File: src/rtl/wb_trace_pkg.sv
// wb_trace_pkg: shared types and widths for the writeback retire-trace buffer
package wb_trace_pkg;

   typedef enum logic [1:0] {
      MODE_OFF       = 2'd0,
      MODE_CONT      = 2'd1,
      MODE_STOP_FULL = 2'd2,
      MODE_TRIG      = 2'd3
   } trace_mode_e;

   typedef enum logic [1:0] {
      ST_IDLE    = 2'd0,
      ST_ARMED   = 2'd1,
      ST_CAPTURE = 2'd2,
      ST_DONE    = 2'd3
   } trace_state_e;

   // Entry layout for the default 32-bit datapath; trace_w() gives the width for any XLEN
   typedef struct packed {
      logic [31:0] pc;
      logic [31:0] instr;
      logic [4:0]  rd;
      logic [31:0] data;
   } trace_entry_t;

   localparam int TRACE_W = $bits(trace_entry_t);

   function automatic int trace_w(input int xlen);
      return 32 + 32 + 5 + xlen;
   endfunction

endpackage

File: src/rtl/trace_ring_mem.sv
// trace_ring_mem: DEPTH-entry trace regfile, one write port, asynchronous read at the head pointer
module trace_ring_mem
   import wb_trace_pkg::*;
#(
   parameter int W     = TRACE_W,
   parameter int DEPTH = 16,
   localparam int AW   = $clog2(DEPTH)
) (
   input  logic          i_clk,
   input  logic          we,
   input  logic [AW-1:0] waddr,
   input  logic [W-1:0]  wdata,
   input  logic [AW-1:0] raddr,
   output logic [W-1:0]  rdata
);

   logic [W-1:0] mem [DEPTH];

   always_ff @(posedge i_clk)
      if (we) mem[waddr] <= wdata;

   assign rdata = mem[raddr];

endmodule

File: src/rtl/wb_trace_buffer.sv
// wb_trace_buffer: retire-trace capture ring with trigger/stop modes and shadow copies of x1..xNUM_TAPS
module wb_trace_buffer
   import wb_trace_pkg::*;
#(
   parameter int XLEN     = 32,
   parameter int DEPTH    = 16,
   parameter int NUM_TAPS = 5,
   localparam int AW      = $clog2(DEPTH),
   localparam int CW      = $clog2(DEPTH + 1),
   localparam int EW      = trace_w(XLEN)
) (
   input  logic                          i_clk,
   input  logic                          i_rst,
   input  logic                          i_wb_vld,
   input  logic                          i_wb_we,
   input  logic [31:0]                   i_wb_pc,
   input  logic [31:0]                   i_wb_instr,
   input  logic [4:0]                    i_wb_rd,
   input  logic [XLEN-1:0]               i_wb_data,
   input  logic [1:0]                    i_mode,
   input  logic [31:0]                   i_trig_pc,
   input  logic                          i_arm,
   output logic                          o_rd_vld,
   input  logic                          i_rd_rdy,
   output logic [31:0]                   o_rd_pc,
   output logic [31:0]                   o_rd_instr,
   output logic [4:0]                    o_rd_rd,
   output logic [XLEN-1:0]               o_rd_data,
   output logic [CW-1:0]                 o_count,
   output logic                          o_overflow,
   output logic [1:0]                    o_state,
   output logic [NUM_TAPS-1:0][XLEN-1:0] o_tap
);

   trace_state_e    state_q, state_d;
   trace_mode_e     mode_q;
   logic [31:0]     trig_q;
   logic [AW-1:0]   wr_ptr, rd_ptr;
   logic [CW-1:0]   count;
   logic            overflow_q;
   logic            full, pop, hit, wr, drop;
   logic [EW-1:0]   rdata;

   assign full = count == CW'(DEPTH);
   assign pop  = o_rd_vld && i_rd_rdy;
   assign hit  = i_wb_vld && (i_wb_pc == trig_q);
   assign wr   = !i_arm && ((state_q == ST_CAPTURE && i_wb_vld) || (state_q == ST_ARMED && hit));
   // Only continuous mode can be full while capturing, so a full write without a pop overwrites the oldest
   assign drop = wr && full && !pop;

   always_comb begin
      state_d = state_q;
      if (i_arm)
         state_d = i_mode == MODE_OFF ? ST_IDLE : i_mode == MODE_TRIG ? ST_ARMED : ST_CAPTURE;
      else if (state_q == ST_ARMED && hit)
         state_d = ST_CAPTURE;
      else if (wr && !pop && mode_q != MODE_CONT && count == CW'(DEPTH - 1))
         state_d = ST_DONE;
   end

   always_ff @(posedge i_clk)
      if (!i_rst) state_q <= ST_IDLE;
      else state_q <= state_d;

   always_ff @(posedge i_clk)
      if (!i_rst) begin
         mode_q     <= MODE_OFF;
         trig_q     <= '0;
         wr_ptr     <= '0;
         rd_ptr     <= '0;
         count      <= '0;
         overflow_q <= 1'b0;
      end else if (i_arm) begin
         mode_q     <= trace_mode_e'(i_mode);
         trig_q     <= i_trig_pc;
         wr_ptr     <= '0;
         rd_ptr     <= '0;
         count      <= '0;
         overflow_q <= 1'b0;
      end else begin
         if (wr) wr_ptr <= wr_ptr + AW'(1);
         if (pop || drop) rd_ptr <= rd_ptr + AW'(1);
         if (wr && !pop && !full) count <= count + CW'(1);
         else if (!wr && pop) count <= count - CW'(1);
         if (drop || (state_q == ST_DONE && i_wb_vld && full && !pop)) overflow_q <= 1'b1;
      end

   always_ff @(posedge i_clk)
      if (!i_rst) o_tap <= '0;
      else
         for (int k = 0; k < NUM_TAPS; k++)
            if (i_wb_vld && i_wb_we && i_wb_rd == 5'(k + 1)) o_tap[k] <= i_wb_data;

   trace_ring_mem #(.W(EW), .DEPTH(DEPTH)) u_mem (
      .i_clk (i_clk),
      .we    (wr),
      .waddr (wr_ptr),
      .wdata ({i_wb_pc, i_wb_instr, i_wb_rd, i_wb_data}),
      .raddr (rd_ptr),
      .rdata (rdata)
   );

   assign {o_rd_pc, o_rd_instr, o_rd_rd, o_rd_data} = rdata;
   assign o_rd_vld   = count != '0;
   assign o_count    = count;
   assign o_overflow = overflow_q;
   assign o_state    = state_q;

endmodule
File: config.mk
export PLATFORM = sky130hd
export DESIGN_NAME = wb_trace_buffer
export DESIGN_NICKNAME = d
export VERILOG_FILES = /design/src/rtl/wb_trace_pkg.sv /design/src/rtl/trace_ring_mem.sv /design/src/rtl/wb_trace_buffer.sv
export SDC_FILE = /design/constraint.sdc
export NUM_CORES = 2
export LEC_CHECK = 0
export ABC_AREA = 1
export BUFFER_PORTS_ARGS = -buffer_cell sky130_fd_sc_hd__buf_2
export CAP_MARGIN = 20
export CORE_MARGIN = 2
export CORE_UTILIZATION = 55
export DETAILED_ROUTE_END_ITERATION = 8
export HOLD_SLACK_MARGIN = 0.1
export PLACE_DENSITY = 0.73
export SETUP_SLACK_MARGIN = 0.2
export SLEW_MARGIN = 0
export SYNTH_ARGS = -nofsm -noshare
export SYNTH_HDL_FRONTEND = slang
export SYNTH_SLANG_ARGS = --single-unit
File: constraint.sdc
create_clock -name i_clk -period 9.9 [get_ports i_clk]
set_input_delay 2.475 -clock i_clk [delete_from_list [all_inputs] [get_ports i_clk]]
set_output_delay 2.475 -clock i_clk [all_outputs]
set_load 0.05 [all_outputs]
==> summary.md <==
| Metric | Value |
|---|---|
| Outcome | finished clean |
| Layout Nets | 5733 |
| GPL Wtd Cong | 0.789 |
| Total Routing Usage GR | 25.7% |
| Final core utilization | 62.7% |
| Die width | 366 µm |
| Fraction of layout cells with a size suffix above 1 | 13.2% |
| Critical Path Start Type | flop |
| WL/cell | 23.5 µm |
| Synth top area share | 67.2% |
| Fmax | 151 MHz |
| Unrepaired setup endpoints after global routing | no |
| Async SR Flop Fraction | 0% |
| HP Class | reg2reg |
| DR iter-0 viols | 4577 |
| Switching Share | 21.9% |
| Setup Crit Path Kind | reg2out |
| Root Buffer | clkbuf_16 |
| EDFF count, synth | 1616 |
| Largest net degree at the start of global routing | 203 |
| Final clock skew | 0.0558 ns |
| Synth Net Count | 5429 |
| Max Cap Viol | 0 |
| # rows | 132 |
| Peak supply drop | 0.177 mV |
| Pwr dens | 194 nW/µm² |
| Die height | 366 µm |
| Core ar. | 130000 µm² |
| Crit path DAT | 4.16 ns |
| P_sw | 3.47 mW |
| DP HPWL | 90900 µm |
| Slew headroom | 19.2% |
| Tightest Pin Transition | 1.21 ns |
| Synth unique cells | 38 |
| Int Pwr | 12.4 mW |
| Gr ovfl total | 0 |
| Clock sinks | 1830 |
| Global-route wire length before repair | 263000 µm |
| Clk pwr share | 41.5% |
| Setup TNS | 0 ns |
| Drt drc | 0 |
| Flop pwr share | 53.3% |
| CTS tree | done |
| Post-route ant nets | 0 |
| Mapped Cells | 5277 |
| Area grow syn2layout | 12.8% |
| # hold bufs at CTS | 0 |
| DRT Wirelength | 175000 µm |
| Setup violators final | 0 |
| Vias | 44100 |
| Die area | 134000 µm² |
| Register area share after synthesis | 73.2% |
| Logic pwr share | 5.2% |
| Tcrit/Tclk final | 67.0% |
| Setup crit end kind | primary output |
| Via density | 5.90 |
| Lkg Pwr | 27.6 nW |
| R2r worst-path depth | 11 |
| Top_reg_cell synth | edfxtp_1 |
| CP Max Fanout | 180 |
| Tmin final | 6.64 ns |
| TritonCTS Buffers | 177 |
| Router iterations before antenna repair | 5 |
| Initial core utilization | 55.6% |
| Hold Fails Final Rpt | 0 |
| Synth area leader | edfxtp_1 |
| Synth Register Bits | 1830 |
| Number of global-route vias before repair | 43100 |
| CTS max path bufs | 3 |
| Clock Latency Late Sink | 0.83 ns |
| Critical Path RT | 7.43 ns |
| Mean Syn Cell Area | 13.7 µm² |
| Min-Delay Path Depth | 2 |
| Synthesis Warnings | 0 |
| Post_cts resized | 0 |
| Largest cells by area after synthesis | edfxtp_1 (67%), dfxtp_1 (5.9%), mux2i_1 (5.6%) |
| Htree depth | 4 |
| Post-synth design cell area | 72200 µm² |
| I/O Buffers | 410 |
| Post-CTS setup buffers | 0 |
| Final Slew Violations | 0 |
| Clock-pin slew on the worst setup and hold paths | 0.06 ns |
| Io pins | 411 |
| Initial antenna violation count | 14 |
==> flip-flops by register name, indices dropped and copies added (netlist names), named ones only <==
signal      cells
mode_q          2
o_count         5
o_tap         160
rd_ptr          4
o_overflow      1
u_mem.mem    1616
trig_q         32
o_state         2
wr_ptr          4
==> worst max-delay path: stages, from the launching register on <==
cell and delay [ns]:
dfxtp_4 0.73, buf_12 0.59, buf_12 0.63, a21oi_1 0.06, o21ai_0 0.11, o21ai_0 0.10
o211ai_1 0.20, nand2_1 0.24, buf_2 0.29
==> synth_stat cells, drive strengths merged (2+ instances only) <==
cell / n
edfxtp: 1616
o21ai: 658
a21oi: 556
inv: 548
mux2i: 404
o211ai: 404
dfxtp: 214
clkbuf: 213
nand2: 179
buf: 138
nor2: 135
nand3: 132
a211oi: 32
xnor2: 12
ha: 10
xor2: 9
nand4: 5
or2: 2
==> power groups by stage <==
stage | clock, mW | sequential, mW | combinational, mW
after floorplan | 0 | 8.62 | 0.528
after global placement | 0 | 8.60 | 0.800
after detailed placement | 0 | 8.60 | 0.818
after CTS | 6.64 | 8.44 | 0.822
after global routing | 6.97 | 8.44 | 0.890
final | 6.56 | 8.44 | 0.820
==> worst paths after layout <==
check / from / endpoint / slack, ns
setup / recovery: flop / o_rd_instr[22] / 3.26
hold reg to reg: o_tap[142]$_SDFFE_PN0P_ / o_tap[142]$_SDFFE_PN0P_ / 0.45
hold / removal: o_tap[142]$_SDFFE_PN0P_ / o_tap[142]$_SDFFE_PN0P_ / 0.45
setup reg to reg: trig_q[1]$_SDFFE_PN0P_ / u_mem.mem[14][46]$_DFFE_PP_ / 5.80
==> cells by family (layout without fill, tap and decap cells) <==
family          count (synthesis)  after routing  synth area share [%]
mux                           404            404                  5.60
simple gates                  456            456                  2.70
fa+ha+maj                      11             11                 0.201
other cells                     0              3                     0
flops                        1830           1830                  73.2
xor+xnor                       21             21                 0.255
buf+inv                       900           1354                  5.03
compound gates               1655           1655                  13.0
==> layout make-up <==
| type | instances | area, µm² |
|---|---|---|
| Inverter | 549 | 2080 |
| Clock inverter | 84 | 771 |
| Tap cell | 1742 | 2180 |
| Antenna cell | 3 | 7.51 |
| Clock buffer | 245 | 4900 |
| Fill cell | 9544 | 48400 |
| Timing Repair Buffer | 476 | 2780 |
| Multi-Input combinational cell | 2547 | 15900 |
| Sequential cell | 1830 | 52800 |
==> per-layer routing <==
metal / routed length, µm / vias to the layer above / global-route usage [%]
met5: 61 / - / 0
met4: 5170 / 10 / 8.77
met3: 14000 / 323 / 5.35
met2: 85900 / 1824 / 42.8
met1: 70200 / 21800 / 33.8
li1: - / 20100 / -
==> metrics by stage <==
stage                     hold WS, ns  worst slack, ns  total power [mW]  instances  instance area (µm²)
after floorplan                 0.434             1.70              9.15       5277                72200
after global placement          0.430             3.56              9.40       7141                75700
after detailed placement        0.436             3.47              9.42       7143                75700
after CTS                       0.447             3.24              15.9       7472                81400
after global routing            0.458             3.11              16.3       7475                81400
final                           0.446             3.26              15.8       7476                81400
==> layout by cell type, fill, tap and decap left out, types with 8 or more instances in the layout <==
master and n:
clkinv_2 23, clkinv_1 37, buf_4 49, inv_1 544, ha_1 10, mux2i_1 404
o211ai_1 404, buf_2 409, buf_12 18, xnor2_1 12, o21ai_1 16, clkbuf_16 183
bufinv_16 9, nor2_1 117, o21ai_0 642, clkbuf_8 8, a21oi_1 555, dfxtp_1 210
nor2_4 18, clkbuf_1 51, xor2_1 9, a211oi_1 32, nand3_1 129, nand2_1 172
edfxtp_1 1616
No activity file was read; power rests on OpenSTA's default activity.
